===== config.mk =====
export PLATFORM = sky130hd
export DESIGN_NAME = ray_voxel_marcher
export DESIGN_NICKNAME = d
export VERILOG_FILES = /design/src/rtl/ray_voxel_marcher.sv
export SDC_FILE = /design/constraint.sdc
export NUM_CORES = 1
export LEC_CHECK = 0
export CAP_MARGIN = 20
export CORE_UTILIZATION = 30
export CTS_BUF_LIST = sky130_fd_sc_hd__clkbuf_8
export DETAILED_ROUTE_END_ITERATION = 10
export GPL_TIMING_DRIVEN = 1
export SYNTH_ARGS = -nofsm -noshare
export SYNTH_HDL_FRONTEND = slang
export SYNTH_SLANG_ARGS = --single-unit

===== constraint.sdc =====
create_clock -name clk -period 3.4 [get_ports clk]
set_clock_uncertainty 0.15 [all_clocks]
set_input_delay 0.85 -clock clk [delete_from_list [all_inputs] [get_ports clk]]
set_output_delay 0.85 -clock clk [all_outputs]
set_load 0.1 [all_outputs]

===== src/rtl/ray_voxel_marcher.sv =====
// Fixed-step ray marcher through a cubic voxel grid held in external
// synchronous-read memory; one hit/miss result per accepted ray.
module ray_voxel_marcher #(
   parameter int FRAC       = 8,
   parameter int DIR_SHIFT  = 12,
   parameter int WORLD_BITS = 6,
   parameter int MAX_STEPS  = 255,
   parameter int STEP_W     = 8
) (
   input  logic                      clk,
   input  logic                      reset_n,
   input  logic                      ray_valid,
   output logic                      ray_ready,
   input  logic signed [31:0]        ray_dir_x,
   input  logic signed [31:0]        ray_dir_y,
   input  logic signed [31:0]        ray_dir_z,
   input  logic [31:0]               ray_index,
   input  logic [10:0]               camera_pos_x,
   input  logic [10:0]               camera_pos_y,
   input  logic [10:0]               camera_pos_z,
   output logic                      mem_rd_en,
   output logic [3*WORLD_BITS-1:0]   mem_addr,
   input  logic [7:0]                mem_rd_data,
   output logic                      pix_valid,
   input  logic                      pix_ready,
   output logic [31:0]               pix_index,
   output logic                      pix_hit,
   output logic [7:0]                pix_color,
   output logic [STEP_W-1:0]         pix_steps
);

   localparam logic [1:0] IDLE   = 2'd0;
   localparam logic [1:0] BOUNDS = 2'd1;
   localparam logic [1:0] CHECK  = 2'd2;
   localparam logic [1:0] OUTPUT = 2'd3;

   logic [1:0]               state;
   logic signed [31:0]       pos_x, pos_y, pos_z;
   logic signed [31:0]       inc_x, inc_y, inc_z;
   logic signed [31:0]       v_x, v_y, v_z;
   logic [31:0]              index;
   logic [STEP_W-1:0]        steps;
   logic                     in_bounds;
   logic [3*WORLD_BITS-1:0]  addr_now;
   logic [3*WORLD_BITS-1:0]  addr_q;

   always_comb begin
      v_x = pos_x >>> FRAC;
      v_y = pos_y >>> FRAC;
      v_z = pos_z >>> FRAC;
      // Upper bits all zero covers both the negative and the too-large case.
      in_bounds = (v_x[31:WORLD_BITS] == '0) &&
                  (v_y[31:WORLD_BITS] == '0) &&
                  (v_z[31:WORLD_BITS] == '0);
      addr_now = {v_z[WORLD_BITS-1:0], v_y[WORLD_BITS-1:0], v_x[WORLD_BITS-1:0]};
   end

   assign ray_ready = (state == IDLE) && reset_n;
   assign mem_rd_en = (state == BOUNDS) && in_bounds;
   // Address is live during the BOUNDS read cycle and otherwise holds the last one issued.
   assign mem_addr  = mem_rd_en ? addr_now : addr_q;

   always_ff @(posedge clk) begin
      if (!reset_n) begin
         state     <= IDLE;
         pos_x     <= '0;
         pos_y     <= '0;
         pos_z     <= '0;
         inc_x     <= '0;
         inc_y     <= '0;
         inc_z     <= '0;
         index     <= '0;
         steps     <= '0;
         addr_q    <= '0;
         pix_valid <= 1'b0;
         pix_hit   <= 1'b0;
         pix_color <= '0;
         pix_steps <= '0;
         pix_index <= '0;
      end else begin
         addr_q <= mem_addr;
         case (state)
            IDLE: begin
               if (ray_valid) begin
                  pos_x <= 32'(camera_pos_x) << FRAC;
                  pos_y <= 32'(camera_pos_y) << FRAC;
                  pos_z <= 32'(camera_pos_z) << FRAC;
                  inc_x <= ray_dir_x >>> DIR_SHIFT;
                  inc_y <= ray_dir_y >>> DIR_SHIFT;
                  inc_z <= ray_dir_z >>> DIR_SHIFT;
                  index <= ray_index;
                  steps <= '0;
                  state <= BOUNDS;
               end
            end
            BOUNDS: begin
               if (!in_bounds) begin
                  pix_valid <= 1'b1;
                  pix_hit   <= 1'b0;
                  pix_color <= '0;
                  pix_steps <= steps;
                  pix_index <= index;
                  state     <= OUTPUT;
               end else begin
                  state <= CHECK;
               end
            end
            CHECK: begin
               if (mem_rd_data != '0) begin
                  pix_valid <= 1'b1;
                  pix_hit   <= 1'b1;
                  pix_color <= mem_rd_data;
                  pix_steps <= steps;
                  pix_index <= index;
                  state     <= OUTPUT;
               end else if (steps == STEP_W'(MAX_STEPS)) begin
                  pix_valid <= 1'b1;
                  pix_hit   <= 1'b0;
                  pix_color <= '0;
                  pix_steps <= steps;
                  pix_index <= index;
                  state     <= OUTPUT;
               end else begin
                  pos_x <= pos_x + inc_x;
                  pos_y <= pos_y + inc_y;
                  pos_z <= pos_z + inc_z;
                  steps <= steps + 1'b1;
                  state <= BOUNDS;
               end
            end
            OUTPUT: begin
               if (pix_ready) begin
                  pix_valid <= 1'b0;
                  state     <= IDLE;
               end
            end
            default: state <= IDLE;
         endcase
      end
   end

endmodule


## Yosys cells after proc, flatten, opt, wreduce, memory -nomap -nowiden

Index checks and enable logic that the tools add are counted.
Widths: inputs -> output; s select.

- Add/sub/neg operators: 4
- Eq/ne operators: 10
- Multiplexer cells: 44
- Reduce and logical (&&, ||, !) cells: 17

Operators by type and width:

| operator | count |
|---|---|
| $mux 32 | 12 |
| $pmux 32 s2 | 4 |
| $add 32x20->32 | 3 |
| $logic_not 26->1 | 3 |
| $mux 8 | 9 |
| $pmux 8 s2 | 3 |
| $mux 18 | 1 |
| $ne 2x2->1 const B | 5 |
| $add 8x1->8 const B | 1 |
| $eq 8x8->1 const B | 1 |
| $mux 1 | 8 |
| $mux 2 | 4 |
| $pmux 2 s4 | 1 |
| $reduce_and 4->1 | 2 |
| $reduce_bool 8->1 | 1 |
| $eq 2x2->1 const B | 2 |
| $logic_and 1x1->1 | 4 |
| $reduce_and 2->1 | 2 |
| $reduce_bool 2->1 | 2 |
| $ne 3x3->1 const B | 1 |
| $pmux 1 s3 | 1 |
| $reduce_and 3->1 | 1 |
| $reduce_bool 3->1 | 1 |
| $eq 2x1->1 const B | 1 |
| 2 further kinds | 2 |

- Register bits: 266
- Input bits: 173
- Output and inout bits: 70
- Word-level logic and storage cells: 90

## Logic depth before layout (Yosys ltp)

Gate-level depths: netlist (run 1).

- Word-level depth: 5
- Depth in mapped cells: 13
- Gate-level depth less buffers: 13

## Least setup slack after synthesis (run 1)

OpenSTA, ideal clock, no wires.

- Path kind: reg-to-output
- From: register pos_x[31]
- To: output mem_addr[10]
- Arrival: 2.791 ns
- Required time: 2.400 ns
- Path slack: -0.391 ns
- Stages on the path, launching flop included: 8
- Path buffers: 1
- Cells stage by stage: dfxtp_1 -> nor4_1 -> and4_1 -> nand3_1 -> nor4_2 -> buf_2 -> nand2_1 -> nand2_1

- Longest elaborated chain between the ends: 5

RTL lines:

| what | line | text |
|---|---|---|
| start, declared | 38 | `logic signed [31:0] pos_x, pos_y, pos_z;` |
| start signal, assigned | 85 | `pos_x <= 32'(camera_pos_x) << FRAC;` |
| start signal, assigned | 124 | `pos_x <= pos_x + inc_x;` |
| $logic_not 26->1 | 52 | `in_bounds = (v_x[31:WORLD_BITS] == '0) &&` |
| $logic_and 1x1->1 | 52 |  |
| $logic_and 1x1->1 | 53 | `(v_y[31:WORLD_BITS] == '0) &&` |
| $logic_and 1x1->1 | 59 | `assign mem_rd_en = (state == BOUNDS) && in_bounds;` |
| named net mem_rd_en | 21 | `output logic mem_rd_en,` |
| $mux 18 | 61 | `assign mem_addr = mem_rd_en ? addr_now : addr_q;` |
| end, declared | 22 | `output logic [3*WORLD_BITS-1:0] mem_addr,` |

The timed path passes the listed nets, and every way through them passes these cells.

## Worst setup path after layout (run 1)

- From: register pos_x[21]
- To: output mem_addr[15]

- Longest elaborated chain between the ends: 5

RTL lines:

| what | line |
|---|---|
| $logic_not 26->1 | 52 |
| $logic_and 1x1->1 | 52 |
| $logic_and 1x1->1 | 53 |
| $logic_and 1x1->1 | 59 |
| $mux 18 | 61 |

No other way between the ends.

==> results.md, run 1 <==
- Outcome: finished, violations left
- Failing checks: setup timing
- Antenna violations before repair: 1
- Clock sinks: 266
- Starting Density: 30.44%
- RSZ-0062 raised after global routing: true
- Final #Nets: 2,384
- Critical path class: register to primary output
- DR pass1 iterations: 5
- Slew HR: 57.23%
- Ports: 243
- Remaining antenna violation count: 0
- Area occupied by multi-input gates: 9514 µm²
- Vias in the first global route: 14,099
- Residual DRC: 0
- Pre-CTS setup slack: -0.1680 ns
- Fin cells: 2,815
- Initial DRC Count: 589
- Placed instance count: 2,713
- All-layer global routing usage: 17.69%
- CP Max Fanout: 7
- Crit path launch type: register
- WP data required: 2.40 ns
- Mean post-synth cell area: 7.954 µm²
- Asr flop ratio synth: 0%
- Fillers: 4,990
- Synthesized Nets: 2,147
- Crit path time final: 3.672 ns
- Area Growth Syn to Fin: 32.09%
- Register area: 5349 µm²
- CTS clk-pin slew, worst paths: 0.06 ns
- Most common cell after layout, fill and taps aside: nand2_1
- Post-CTS Hold Buffers: 0
- CTS tree: yes
- Fraction of layout instances using a drive strength above 1: 14.56%
- Final WS setup: -0.2720 ns
- Post-synth EDFFs: 0
- FP Rows: 81
- P per Cell Area: 418.9 nW/µm²
- # port buffers: 206
- Fmax: 272.3 MHz
- Worst-Margin Slew: 0.6416 ns
- Max H-tree Level: 2
- # setup viols final: 19
- Chip width: 225.1 µm
- Syn Inst Count: 1,877
- Cell area after synthesis: 14,930 µm²
- Grt total ovfl: 0
- CTS buffer count: 50
- Clock Latency Late Sink: 0.63 ns
- Yosys warns: 0
- Crit end category: primary output
- RD Place Congestion: 0.8782
- Vias per Instance: 4.998
- DR vias: 14,069
- WL final: 45.26 mm
- Main synth FF type: dfxtp_1
- HPWL Detailed: 32.89 mm
- Peak supply drop: 0.0002988 V
- Worst-case clock buffer depth: 3
- Max-slew violation count: 0
- Max_cap viols: 0
- Worst Hold Class: register to register
- Root Driver: clkbuf_8
- Most frequent cells in the layout: nand2_1, dfxtp_1, a21boi_0
- First-pass GRT wire length: 72.50 mm
- Final worst path period share: 108.0%
- DIE HEIGHT: 225.1 µm
- Core area: 49,050 µm²
- Leakage: 8.144 nW
- Wire length per cell: 16.08 µm
- Synth cell types: 76
- Critical path arrival: 2.67 ns
- Sequential area share after synthesis: 35.67%
- Final hold vios: 0
- Flops & latches, synth: 266
- Full die area: 50,660 µm²
- Largest net degree at the start of global routing: 82
==> cells in the mapped netlist (3+ instances only) <==
master,n,share of area (%)
o21ai_0,87,2.9
a21oi_1,118,4.0
o21bai_1,9,0.45
a211oi_1,11,0.55
nand2_1,465,12
o2111ai_1,3,0.18
nor3_1,18,0.60
o21ai_1,9,0.30
nor4b_1,4,0.23
a22o_1,6,0.35
dfxtp_1,266,36
o211ai_1,20,1.0
or3_1,7,0.29
clkbuf_1,79,2.0
o211a_1,14,0.94
a221oi_1,4,0.23
nor2_1,65,1.6
nor4_1,31,1.3
a31oi_1,18,0.75
and2_1,33,1.4
buf_2,11,0.37
and3_1,8,0.34
nor2b_1,30,1.3
nand2b_1,15,0.63
nand4b_1,3,0.18
fa_1,3,0.40
a21boi_0,150,7.5
mux2i_1,6,0.40
o21a_1,16,0.80
a21o_1,46,2.3
xnor2_1,48,2.8
xor2_1,31,1.8
buf_1,4,0.10
ha_1,94,7.9
nand3_1,38,1.3
inv_1,26,0.65
or4_1,3,0.15
nand4_1,16,0.67
o31ai_1,5,0.25
buf_6,5,0.38
a22oi_1,10,0.50
==> cell type report <==
type | count | area share, %
tap | 664 | 4.213
inverter | 26 | 0.4949
multi-input combinational | 1485 | 48.25
sequential | 266 | 27.12
antenna | 1 | 0.01269
clock inverter | 31 | 1.142
clock buffer | 57 | 3.978
timing repair buffer | 285 | 14.79
==> through the flow <==
stage | utilization (%) | instance area, µm² | total power [mW] | setup TNS [ns] | hold slack [ns]
4_1_cts | 39.96 | 19600 | 8.369 | -5.175 | 0.3152
2_1_floorplan | - | 14950 | 4.464 | 0 | 0.2937
6_report | 40.20 | 19720 | 8.262 | -4.176 | 0.3117
5_1_grt | 40.20 | 19720 | 8.676 | -7.314 | 0.3392
3_3_place_gp | 37.05 | 18170 | 5.077 | -3.221 | 0.2999
3_5_place_dp | 37.05 | 18170 | 5.099 | -5.181 | 0.3092
==> registers in the layout, summed over array words and instances (netlist names) <==
signal and count:
index 32, inc_x 20, pos_x 32, pix_index 32, state 2, pix_hit 1
pix_valid 1, pos_z 32, steps 8, pix_steps 8, inc_z 20, pos_y 32
pix_color 8, addr_q 18, inc_y 20
==> critical path, stage by stage, from the launching register on <==
cell	delay (ns)
dfxtp_1	0.37
nor4_1	0.30
and4_4	0.29
nand3_4	0.08
nor4_4	0.31
buf_4	0.18
buf_12	0.13
nand2_1	0.11
nand2_4	0.10
buf_12	0.17
==> path summary, 6_finish.rpt <==
kind                             startpoint                        end  slack [ns]  cells past startpoint
hold / removal    pix_steps[0]$_SDFFE_PN0P_  pix_steps[0]$_SDFFE_PN0P_        0.31                      2
hold reg to reg   pix_steps[0]$_SDFFE_PN0P_  pix_steps[0]$_SDFFE_PN0P_        0.31                      2
setup / recovery     pos_x[21]$_SDFFE_PN0P_               mem_addr[15]       -0.27                      9
setup reg to reg      pos_y[0]$_SDFFE_PN0P_     pos_y[30]$_SDFFE_PN0P_        0.15                     13
==> where the power goes <==
part / internal (mW) / switching (mW) / leakage (nW)
clock network: 1.76 / 1.42 / 0.591
registers: 3.27 / 0.125 / 2.17
logic: 0.671 / 1.02 / 5.38
total: 5.70 / 2.56 / 8.14
==> per-layer routing <==
metal  wire length (µm)  GRT usage [%]  vias to the layer above
met5                 13              0                        -
met4               1211          5.837                        2
met3               3234          5.593                       89
met2              20840          29.56                      313
met1              19960          21.36                     6593
li1                   -              -                     7072
==> repair_timing <==
action	4_1_cts	5_1_grt
resized for setup	76	27
gates cloned	2	0
endpoints found under the setup margin	19	21
pin swaps	35	15
setup buffers	8	4
==> cells by family after synthesis <==
family                     synth area share [%]
adders and majority gates                 8.280
DFF                                       35.67
AOI/OAI and AO/OA                         24.87
muxes                                    0.4023
buffers and inverters                     3.537
xor gates and xnor gates                  4.635
and+or+nand+nor                           22.60
No activity file was read; power rests on OpenSTA's default activity.
==> run 2, diff against run 1 <==
--- a/config.mk
+++ b/config.mk
@@ -10,6 +10,7 @@
 export CTS_BUF_LIST = sky130_fd_sc_hd__clkbuf_8
 export DETAILED_ROUTE_END_ITERATION = 10
 export GPL_TIMING_DRIVEN = 1
+export RECOVER_POWER = 50
 export SYNTH_ARGS = -nofsm -noshare
 export SYNTH_HDL_FRONTEND = slang
 export SYNTH_SLANG_ARGS = --single-unit
==> run 2 against run 1 <==
The flow still finishes with violations (setup timing). Routed wire length decreased by 0.17%. Worst hold slack got worse by 0.00097 ns. First-iteration DRC count is 0.17% higher. Clock power is essentially flat. Via count shrank 0.12%. Critical endpoint unchanged.
==> results.md, run 2 (synthesized netlist as in run 1, its figures left out) <==
- Outcome: finished, violations left
- Failing checks: setup timing
- Grt total ovfl: 0
- Final WS setup: -0.2693 ns
- Crit end category: primary output
- Slew HR: 9.444%
- Most frequent cells in the layout: nand2_1, dfxtp_1, a21boi_0
- Fraction of layout instances using a drive strength above 1: 12.14%
- Pre-CTS setup slack: -0.1680 ns
- Vias per Instance: 4.992
- Sw power: 2.564 mW
- CP Max Fanout: 7
- Clock Latency Late Sink: 0.63 ns
- Part of the power in registers: 41.2%
- Leakage: 7.918 nW
- Worst-case clock buffer depth: 3
- # setup viols final: 19
- P per Cell Area: 422.2 nW/µm²
- DR pass1 iterations: 5
- CTS clk-pin slew, worst paths: 0.05 ns
- Area Growth Syn to Fin: 30.66%
- WL final: 45.18 mm
- Wire length per cell: 16.05 µm
- Final #Nets: 2,384
- Critical path arrival: 2.67 ns
- Clock share of power: 38.6%
- Final hold vios: 0
- Chip width: 225.1 µm
- Largest net degree at the start of global routing: 82
- Starting Density: 30.44%
- CTS buffer count: 50
- Worst Hold Class: register to register
- Vias in the first global route: 14,099
- Core area: 49,050 µm²
- Full die area: 50,660 µm²
- Max-slew violation count: 0
- Min Hold Slack: 0.3107 ns
- Final worst path period share: 107.9%
- Clock sinks: 266
- RD Place Congestion: 0.8782
- WP data required: 2.40 ns
- Crit path time final: 3.669 ns
- Sw Share: 31.13%
- CTS tree: yes
- Root Driver: clkbuf_8
- Crit path launch type: register
- First-pass GRT wire length: 72.50 mm
- Remaining antenna violation count: 0
- Initial DRC Count: 590
- Ports: 243
- Int Pwr: 5.672 mW
- Fmax: 272.5 MHz
- Antenna violations before repair: 1
- Max_cap viols: 0
- Max H-tree Level: 2
- FP Rows: 81
- DIE HEIGHT: 225.1 µm
- Most common cell after layout, fill and taps aside: nand2_1
- Residual DRC: 0
- Peak supply drop: 0.0002965 V
- Critical path class: register to primary output
- HPWL Detailed: 32.89 mm
- All-layer global routing usage: 17.69%
- # port buffers: 206
- RSZ-0062 raised after global routing: true
- Worst-Margin Slew: 1.358 ns
- DR vias: 14,052
- Part of the power in combinational logic: 20.3%
-- run 2: worst max-delay path, stage by stage, from the launching register on --
cell and delay, ns:
dfxtp_1 0.37, nor4_1 0.30, and4_4 0.29, nand3_4 0.08
nor4_4 0.31, buf_4 0.18, buf_12 0.13, nand2_1 0.11
nand2_4 0.09, buf_12 0.17
-- run 2: power by group through the flow --
stage,logic [mW],clock network (mW),registers [mW]
after floorplan,0.895,0,3.57
after global placement,1.63,0,3.45
after detailed placement,1.64,0,3.45
after CTS,1.69,3.29,3.39
after global routing,1.82,3.42,3.41
final,1.67,3.18,3.39
-- run 2: area by class of cell --
| class | count | area [µm²] |
|---|---|---|
| clock inverters | 31 | 225.2 |
| fillers | 5047 | 29550 |
| clock buffers | 57 | 784.5 |
| inverters | 26 | 97.59 |
| flip-flops and latches | 266 | 5349 |
| well taps | 664 | 830.8 |
| diodes | 1 | 2.502 |
| multi-input cells | 1485 | 9507 |
| repair buffers | 285 | 2710 |
-- run 2: metrics by stage --
stage / utilization, % / cell area (µm²) / total power, mW / std cells / TNS [ns]
6_report: 39.77 / 19510 / 8.236 / 2815 / -4.576
5_1_grt: 39.76 / 19500 / 8.649 / 2814 / -7.546
4_1_cts: 39.96 / 19600 / 8.369 / 2811 / -5.175
3_5_place_dp: 37.05 / 18170 / 5.099 / 2713 / -5.181
3_3_place_gp: 37.05 / 18170 / 5.077 / 2713 / -3.221
2_1_floorplan: - / 14950 / 4.464 / 1877 / 0
-- run 2: final timing paths --
| kind | from | to | slack (ns) | depth (start not counted) |
|---|---|---|---|---|
| setup reg to reg | pos_y[0]$_SDFFE_PN0P_ | pos_y[30]$_SDFFE_PN0P_ | 0.16 | 13 |
| setup / recovery | pos_x[21]$_SDFFE_PN0P_ | mem_addr[15] | -0.27 | 9 |
| hold / removal | pix_index[9]$_SDFFE_PN0P_ | pix_index[9]$_SDFFE_PN0P_ | 0.31 | 2 |
| hold reg to reg | pix_index[9]$_SDFFE_PN0P_ | pix_index[9]$_SDFFE_PN0P_ | 0.31 | 2 |
-- run 2: repair_timing --
item | 4_1_cts | 5_1_grt
setup endpoints to repair | 19 | 21
setup buffers | 8 | 4
hold buffers | 0 | 0
pin swaps | 35 | 15
gates resized for setup | 76 | 27
gates cloned | 2 | 0
-- run 2: routing by layer --
metal	vias to the layer above	global-route usage, %	wire (µm)
met3	81	5.593	3203
met4	2	5.837	1159
met2	304	29.56	20820
met5	-	0	13
li1	7067	-	-
met1	6598	21.36	19980
